===== config.mk =====
export PLATFORM = sky130hd
export DESIGN_NAME = axis_pixel_unpacker_flat
export DESIGN_NICKNAME = d
export VERILOG_FILES = /design/src/rtl/axis_pixel_unpacker_if.sv /design/src/rtl/axis_pixel_unpacker.sv /design/src/flat_wrapper.sv
export SDC_FILE = /design/constraint.sdc
export NUM_CORES = 1
export LEC_CHECK = 0
export ABC_AREA = 1
export CORE_MARGIN = 5
export CORE_UTILIZATION = 35
export CTS_CLUSTER_SIZE = 12
export DETAILED_ROUTE_END_ITERATION = 16
export GPL_TIMING_DRIVEN = 1
export HOLD_SLACK_MARGIN = 0.06
export PLACE_DENSITY = 0.7
export REMOVE_ABC_BUFFERS = 1
export SYNTH_ARGS = -nofsm -noshare
export SYNTH_HDL_FRONTEND = slang
export SYNTH_SLANG_ARGS = --single-unit

===== constraint.sdc =====
create_clock -name axi_clk -period 2.3 [get_ports axi_clk]
set_clock_uncertainty 0.1 [all_clocks]
set_input_delay 0.575 -clock axi_clk [delete_from_list [all_inputs] [get_ports axi_clk]]
set_output_delay 0.575 -clock axi_clk [all_outputs]
set_load 0.03 [all_outputs]

===== src/rtl/axis_pixel_unpacker_if.sv =====
// Stream bundle for the pixel unpacker: packed-word input side plus 8-bit pixel output side.
// "master" is the environment view, "slave" is the unpacker view.
interface axis_pixel_unpacker_if #(
    parameter int DATA_WIDTH = 32
);
    logic                  s_axis_valid;
    logic [DATA_WIDTH-1:0] s_axis_data;
    logic                  s_axis_ready;
    logic                  m_axis_valid;
    logic [7:0]            m_axis_data;
    logic                  m_axis_last;
    logic                  m_axis_ready;

    modport master (
        output s_axis_valid, s_axis_data, m_axis_ready,
        input  s_axis_ready, m_axis_valid, m_axis_data, m_axis_last
    );

    modport slave (
        input  s_axis_valid, s_axis_data, m_axis_ready,
        output s_axis_ready, m_axis_valid, m_axis_data, m_axis_last
    );
endinterface


===== src/rtl/axis_pixel_unpacker.sv =====
// Splits DATA_WIDTH-bit words into 8-bit pixels (LSB byte first), one per output handshake,
// flagging the last pixel of each FRAME_PIXELS frame and counting completed frames.
module axis_pixel_unpacker #(
    parameter int DATA_WIDTH   = 32,
    parameter int FRAME_PIXELS = 784,
    parameter int CNT_WIDTH    = 16
) (
    input  logic                 axi_clk,
    input  logic                 axi_reset,
    axis_pixel_unpacker_if.slave bus,
    output logic [CNT_WIDTH-1:0] frame_count
);
    localparam int BPW   = DATA_WIDTH / 8;
    localparam int IDX_W = (BPW > 1) ? $clog2(BPW) : 1;
    localparam int PIX_W = (FRAME_PIXELS > 1) ? $clog2(FRAME_PIXELS) : 1;
    localparam logic [IDX_W-1:0] LAST_IDX = IDX_W'(BPW - 1);
    localparam logic [PIX_W-1:0] LAST_PIX = PIX_W'(FRAME_PIXELS - 1);

    typedef enum logic {EMPTY, HOLD} state_t;

    state_t                state, state_n;
    logic [DATA_WIDTH-1:0] word, word_n;
    logic [IDX_W-1:0]      byte_idx, byte_idx_n;
    logic [PIX_W-1:0]      pix_cnt, pix_cnt_n;
    logic [CNT_WIDTH-1:0]  frame_count_n;
    logic                  pix_hs, word_hs;

    always_ff @(posedge axi_clk) begin
        if (axi_reset) begin
            state       <= EMPTY;
            word        <= '0;
            byte_idx    <= '0;
            pix_cnt     <= '0;
            frame_count <= '0;
        end else begin
            state       <= state_n;
            word        <= word_n;
            byte_idx    <= byte_idx_n;
            pix_cnt     <= pix_cnt_n;
            frame_count <= frame_count_n;
        end
    end

    // Reload is allowed on the same edge that consumes the final byte, so full-rate
    // streams never bubble between words.
    assign bus.s_axis_ready = (state == EMPTY) ||
                              (byte_idx == LAST_IDX && bus.m_axis_ready);
    assign bus.m_axis_valid = (state == HOLD);
    assign bus.m_axis_data  = word[{byte_idx, 3'b000} +: 8];
    assign bus.m_axis_last  = (state == HOLD) && (pix_cnt == LAST_PIX);

    assign pix_hs  = bus.m_axis_valid && bus.m_axis_ready;
    assign word_hs = bus.s_axis_valid && bus.s_axis_ready;

    always_comb begin
        state_n       = state;
        word_n        = word;
        byte_idx_n    = byte_idx;
        pix_cnt_n     = pix_cnt;
        frame_count_n = frame_count;
        if (pix_hs) begin
            byte_idx_n = byte_idx + IDX_W'(1);
            if (byte_idx == LAST_IDX)
                state_n = EMPTY;
            if (pix_cnt == LAST_PIX) begin
                pix_cnt_n     = '0;
                frame_count_n = frame_count + CNT_WIDTH'(1);
            end else begin
                pix_cnt_n = pix_cnt + PIX_W'(1);
            end
        end
        // A new word overrides the move to EMPTY taken above.
        if (word_hs) begin
            word_n     = bus.s_axis_data;
            byte_idx_n = '0;
            state_n    = HOLD;
        end
    end
endmodule


===== src/flat_wrapper.sv =====
// flat-port wrapper written by rule: the top's interface ports become plain ports
module axis_pixel_unpacker_flat 
#(
    parameter int DATA_WIDTH   = 32,
    parameter int FRAME_PIXELS = 784,
    parameter int CNT_WIDTH    = 16
)
  (axi_clk, axi_reset, frame_count, bus_s_axis_valid, bus_s_axis_data, bus_m_axis_ready, bus_s_axis_ready, bus_m_axis_valid, bus_m_axis_data, bus_m_axis_last);
  axis_pixel_unpacker_if #(.DATA_WIDTH(DATA_WIDTH)) bus_i ();
  input  logic axi_clk;
  input  logic axi_reset;
  output logic [CNT_WIDTH-1:0] frame_count;
  input wire logic [$bits(bus_i.s_axis_valid)-1:0] bus_s_axis_valid;
  input wire logic [$bits(bus_i.s_axis_data)-1:0] bus_s_axis_data;
  input wire logic [$bits(bus_i.m_axis_ready)-1:0] bus_m_axis_ready;
  output wire logic [$bits(bus_i.s_axis_ready)-1:0] bus_s_axis_ready;
  output wire logic [$bits(bus_i.m_axis_valid)-1:0] bus_m_axis_valid;
  output wire logic [$bits(bus_i.m_axis_data)-1:0] bus_m_axis_data;
  output wire logic [$bits(bus_i.m_axis_last)-1:0] bus_m_axis_last;
  assign bus_i.s_axis_valid = bus_s_axis_valid;
  assign bus_i.s_axis_data = bus_s_axis_data;
  assign bus_i.m_axis_ready = bus_m_axis_ready;
  assign bus_s_axis_ready = bus_i.s_axis_ready;
  assign bus_m_axis_valid = bus_i.m_axis_valid;
  assign bus_m_axis_data = bus_i.m_axis_data;
  assign bus_m_axis_last = bus_i.m_axis_last;
  axis_pixel_unpacker #(.DATA_WIDTH(DATA_WIDTH), .FRAME_PIXELS(FRAME_PIXELS), .CNT_WIDTH(CNT_WIDTH)) u_core (.axi_clk(axi_clk), .axi_reset(axi_reset), .bus(bus_i), .frame_count(frame_count));
endmodule

==> impl_metrics.ini <==
[floorplan]
die_area_sq_mm = 0.00991
dieHeight_um = 99.5
boundaryPins = 63
floorplan.initialDensity_pct = 36.1
core_sq_mm = 0.00777
dieWidth_um = 99.5
row_count = 32

[critical_path]
worst_path_max_delay_cell = sky130_fd_sc_hd__clkdlybuf4s50_1
count_of_buffer_and_inverter_cells_on_the_critical_path = 1
worstPathMaxFanout = 6
critPathTopFamily = buffers and inverters
timing.critical_path.slowest_cell_delay_ns = 0.73
setup.worst_path.class = reg -> out
crit_path_start_kind = flop
cp_cell_sequence = clkdlybuf4s50_1
worstSetupEndpointType = primary output
cp.required_ns = 1.62
worst_ep_arrival_time_ns = 1.52

[grt]
global_route.overflow_total = 0
grt_start_max_net_pins = 35
first_global_vias = 2713
wire_length_of_the_first_global_routing_pass_mm = 12.1
track_usage_pct = 14.7
number_of_antenna_violations_at_the_first_check_in_global_routing = 0

[sta]
setup_viol = 0
timing.setup.tns_ns = 0
slew_viol_final = 0
fmax_mhz = 455
worst_slew_margin_rel_pct = 64.1
measured_slew_at_the_worst_slew_check_pin_ns = 0.538
hold_vio_cnt_final = 0
grt_setup_unrepaired = no
layout_worst_path_cycle_share_pct = 95.6
min_period_ns = 2.20
layout_setup_ws_ns = 0.100

[power_and_ir_drop]
leakage_uw = 0.00150
power.ir.vdd_worst_v = 0.000299
post-layout-total-power_uw = 2240
powerDensity_mw_per_mm2 = 595

[cells_and_area]
area_delta_synth_final_pct = 34.2
post-route-util_pct = 48.5
num-fill-cells = 780
layout_cells_sized_above_1_pct = 13.0
diodes = 0
fin_nets = 505

[routing]
number_of_antenna_violating_nets_in_the_routed_design = 0
route.detailed.drc = 0
finalWirelength_mm = 7.09
drt-pass1-iter-count = 4
drtIter0Drc = 109
routed_wire_length_per_instance_um = 12.4
avgViaCountPerCell = 4.86
dr_total_vias = 2783

[synthesis]
synth_async_sr_flop_share_pct = 0
synth_top_cell_by_area = sky130_fd_sc_hd__dfxtp_1
syn-instance-count = 396
ys_top_cells_by_area = sky130_fd_sc_hd__dfxtp_1 44%, sky130_fd_sc_hd__nor2_1 15%, sky130_fd_sc_hd__o21ai_0 8.9%
yosys.cell_types.count = 32
synth.yosys.seq_area_share_pct = 43.5
postSynth.topFlopCell = sky130_fd_sc_hd__dfxtp_1
synth_seq_cells = 61
synth-edff-count = 0
syn_area_per_cell_sq_um = 7.09
synth_warnings = 0
synthDominantCellAreaShare_pct = 43.5
post_synth_instance_area_sq_mm = 0.00281

[clock_network]
clock_tree_from_tritoncts = yes
insertion_delay_ns = 0.34
clock_sink_count = 61
cts_buffer_depth = 2
cts.root.buffer_cell = sky130_fd_sc_hd__clkbuf_8
clkSlewWorstSetupHoldPaths_ns = 0.07
number_of_buffers_created_by_cts = 9
post_cts_hold_buffer_count = 0
htree_num_levels = 3

[placed_design]
io_buffers = 62
detailedPlacementHpwl_mm = 5.02
placement.setup.worst_slack_ns = 0.0442
gp_congestion = 0.800

[run_status]
status = completed

[worst_hold_path]
worst_hold_path_type = reg -> reg

[run]
max_cap_viol_count = 0
[per-stage QoR]
step	instances	hold WS [ns]	instance area [sq um]
finish	573	0.379	3760
global route	573	0.417	3760
CTS	572	0.386	3760
detailed placement	556	0.374	3580
global placement	556	0.357	3580
floorplan	379	0.347	2730
[sequential cells by signal, indices dropped and copies added (netlist names)]
name / flops
u_core.pix_cnt: 10
u_core.byte_idx: 2
u_core.bus.m_axis_valid: 1
u_core.frame_count: 16
u_core.word: 32
[cells in the mapped netlist (4+ instances only)]
library cell	count
sky130_fd_sc_hd__nor2_1	113
sky130_fd_sc_hd__dfxtp_1	61
sky130_fd_sc_hd__nand2_1	50
sky130_fd_sc_hd__o21ai_0	50
sky130_fd_sc_hd__inv_1	23
sky130_fd_sc_hd__a21oi_1	13
sky130_fd_sc_hd__clkbuf_1	12
sky130_fd_sc_hd__nand3_1	10
sky130_fd_sc_hd__o22ai_1	8
sky130_fd_sc_hd__xor2_1	7
sky130_fd_sc_hd__nand4_1	6
sky130_fd_sc_hd__nor3_1	5
sky130_fd_sc_hd__buf_2	4
[layout by cell type (no fill, tap or decap), drive strengths merged]
master,count
nor2,118
dfxtp,61
nand2,54
o21ai,53
clkdlybuf4s50,52
inv,26
buf,16
a21oi,13
nand3,13
clkbuf,10
o22ai,8
xor2,7
clkdlybuf4s15,7
nand4,7
nor3,5
clkinv,5
nor3b,3
ha,3
clkinvlp,3
nand3b,2
a211oi,2
xnor2,1
o21bai,1
a31oi,1
[cells by family (layout without fill, tap and decap cells)]
logic type      Yosys count  after routing  share of synthesized area [%]
xor+xnor                  8              8                           2.50
buf+inv                  44            119                           6.55
fa+ha+maj                 3              3                           1.34
flops                    61             61                           43.5
compound gates           78             78                           14.6
simple gates            202            202                           31.5
[area by class of cell]
class	instances	area (sq um)	share of cell area (%)
inverters	27	104	2.76
clock buffers	9	124	3.29
repair buffers	76	737	19.6
well taps	102	128	3.39
multi-input cells	291	1410	37.4
clock inverters	7	42.5	1.13
flip-flops and latches	61	1220	32.5
[report_power, final]
part           internal, uW  switching [uW]
combinational           130             155
clock                   382             442
sequential             1100            26.1
[worst paths after layout]
| kind | startpoint | to | slack [ns] | cells after the start |
|---|---|---|---|---|
| max reg2reg | u_core.byte_idx[0] | u_core.word[17] | 0.54 | 7 |
| min reg2reg | u_core.pix_cnt[9] | u_core.pix_cnt[9] | 0.38 | 2 |
| min | u_core.pix_cnt[9] | u_core.pix_cnt[9] | 0.38 | 2 |
| max | u_core.frame_count[8] | frame_count[8] | 0.10 | 1 |
[what timing repair did]
action,CTS,global route
endpoints found under the setup margin,9,9
buffers inserted,0,1
gates resized for setup,24,5
[metal layers]
| layer | up-vias | part of all wire (%) | track usage [%] |
|---|---|---|---|
| li1 | 1423 | - | - |
| met1 | 1271 | 47 | 19.1 |
| met2 | 85 | 46 | 23.8 |
| met3 | 4 | 6.2 | 4.70 |
| met4 | 0 | 0.87 | 3.99 |
| met5 | - | 0 | 0 |
No activity file was read; power rests on OpenSTA's default activity.
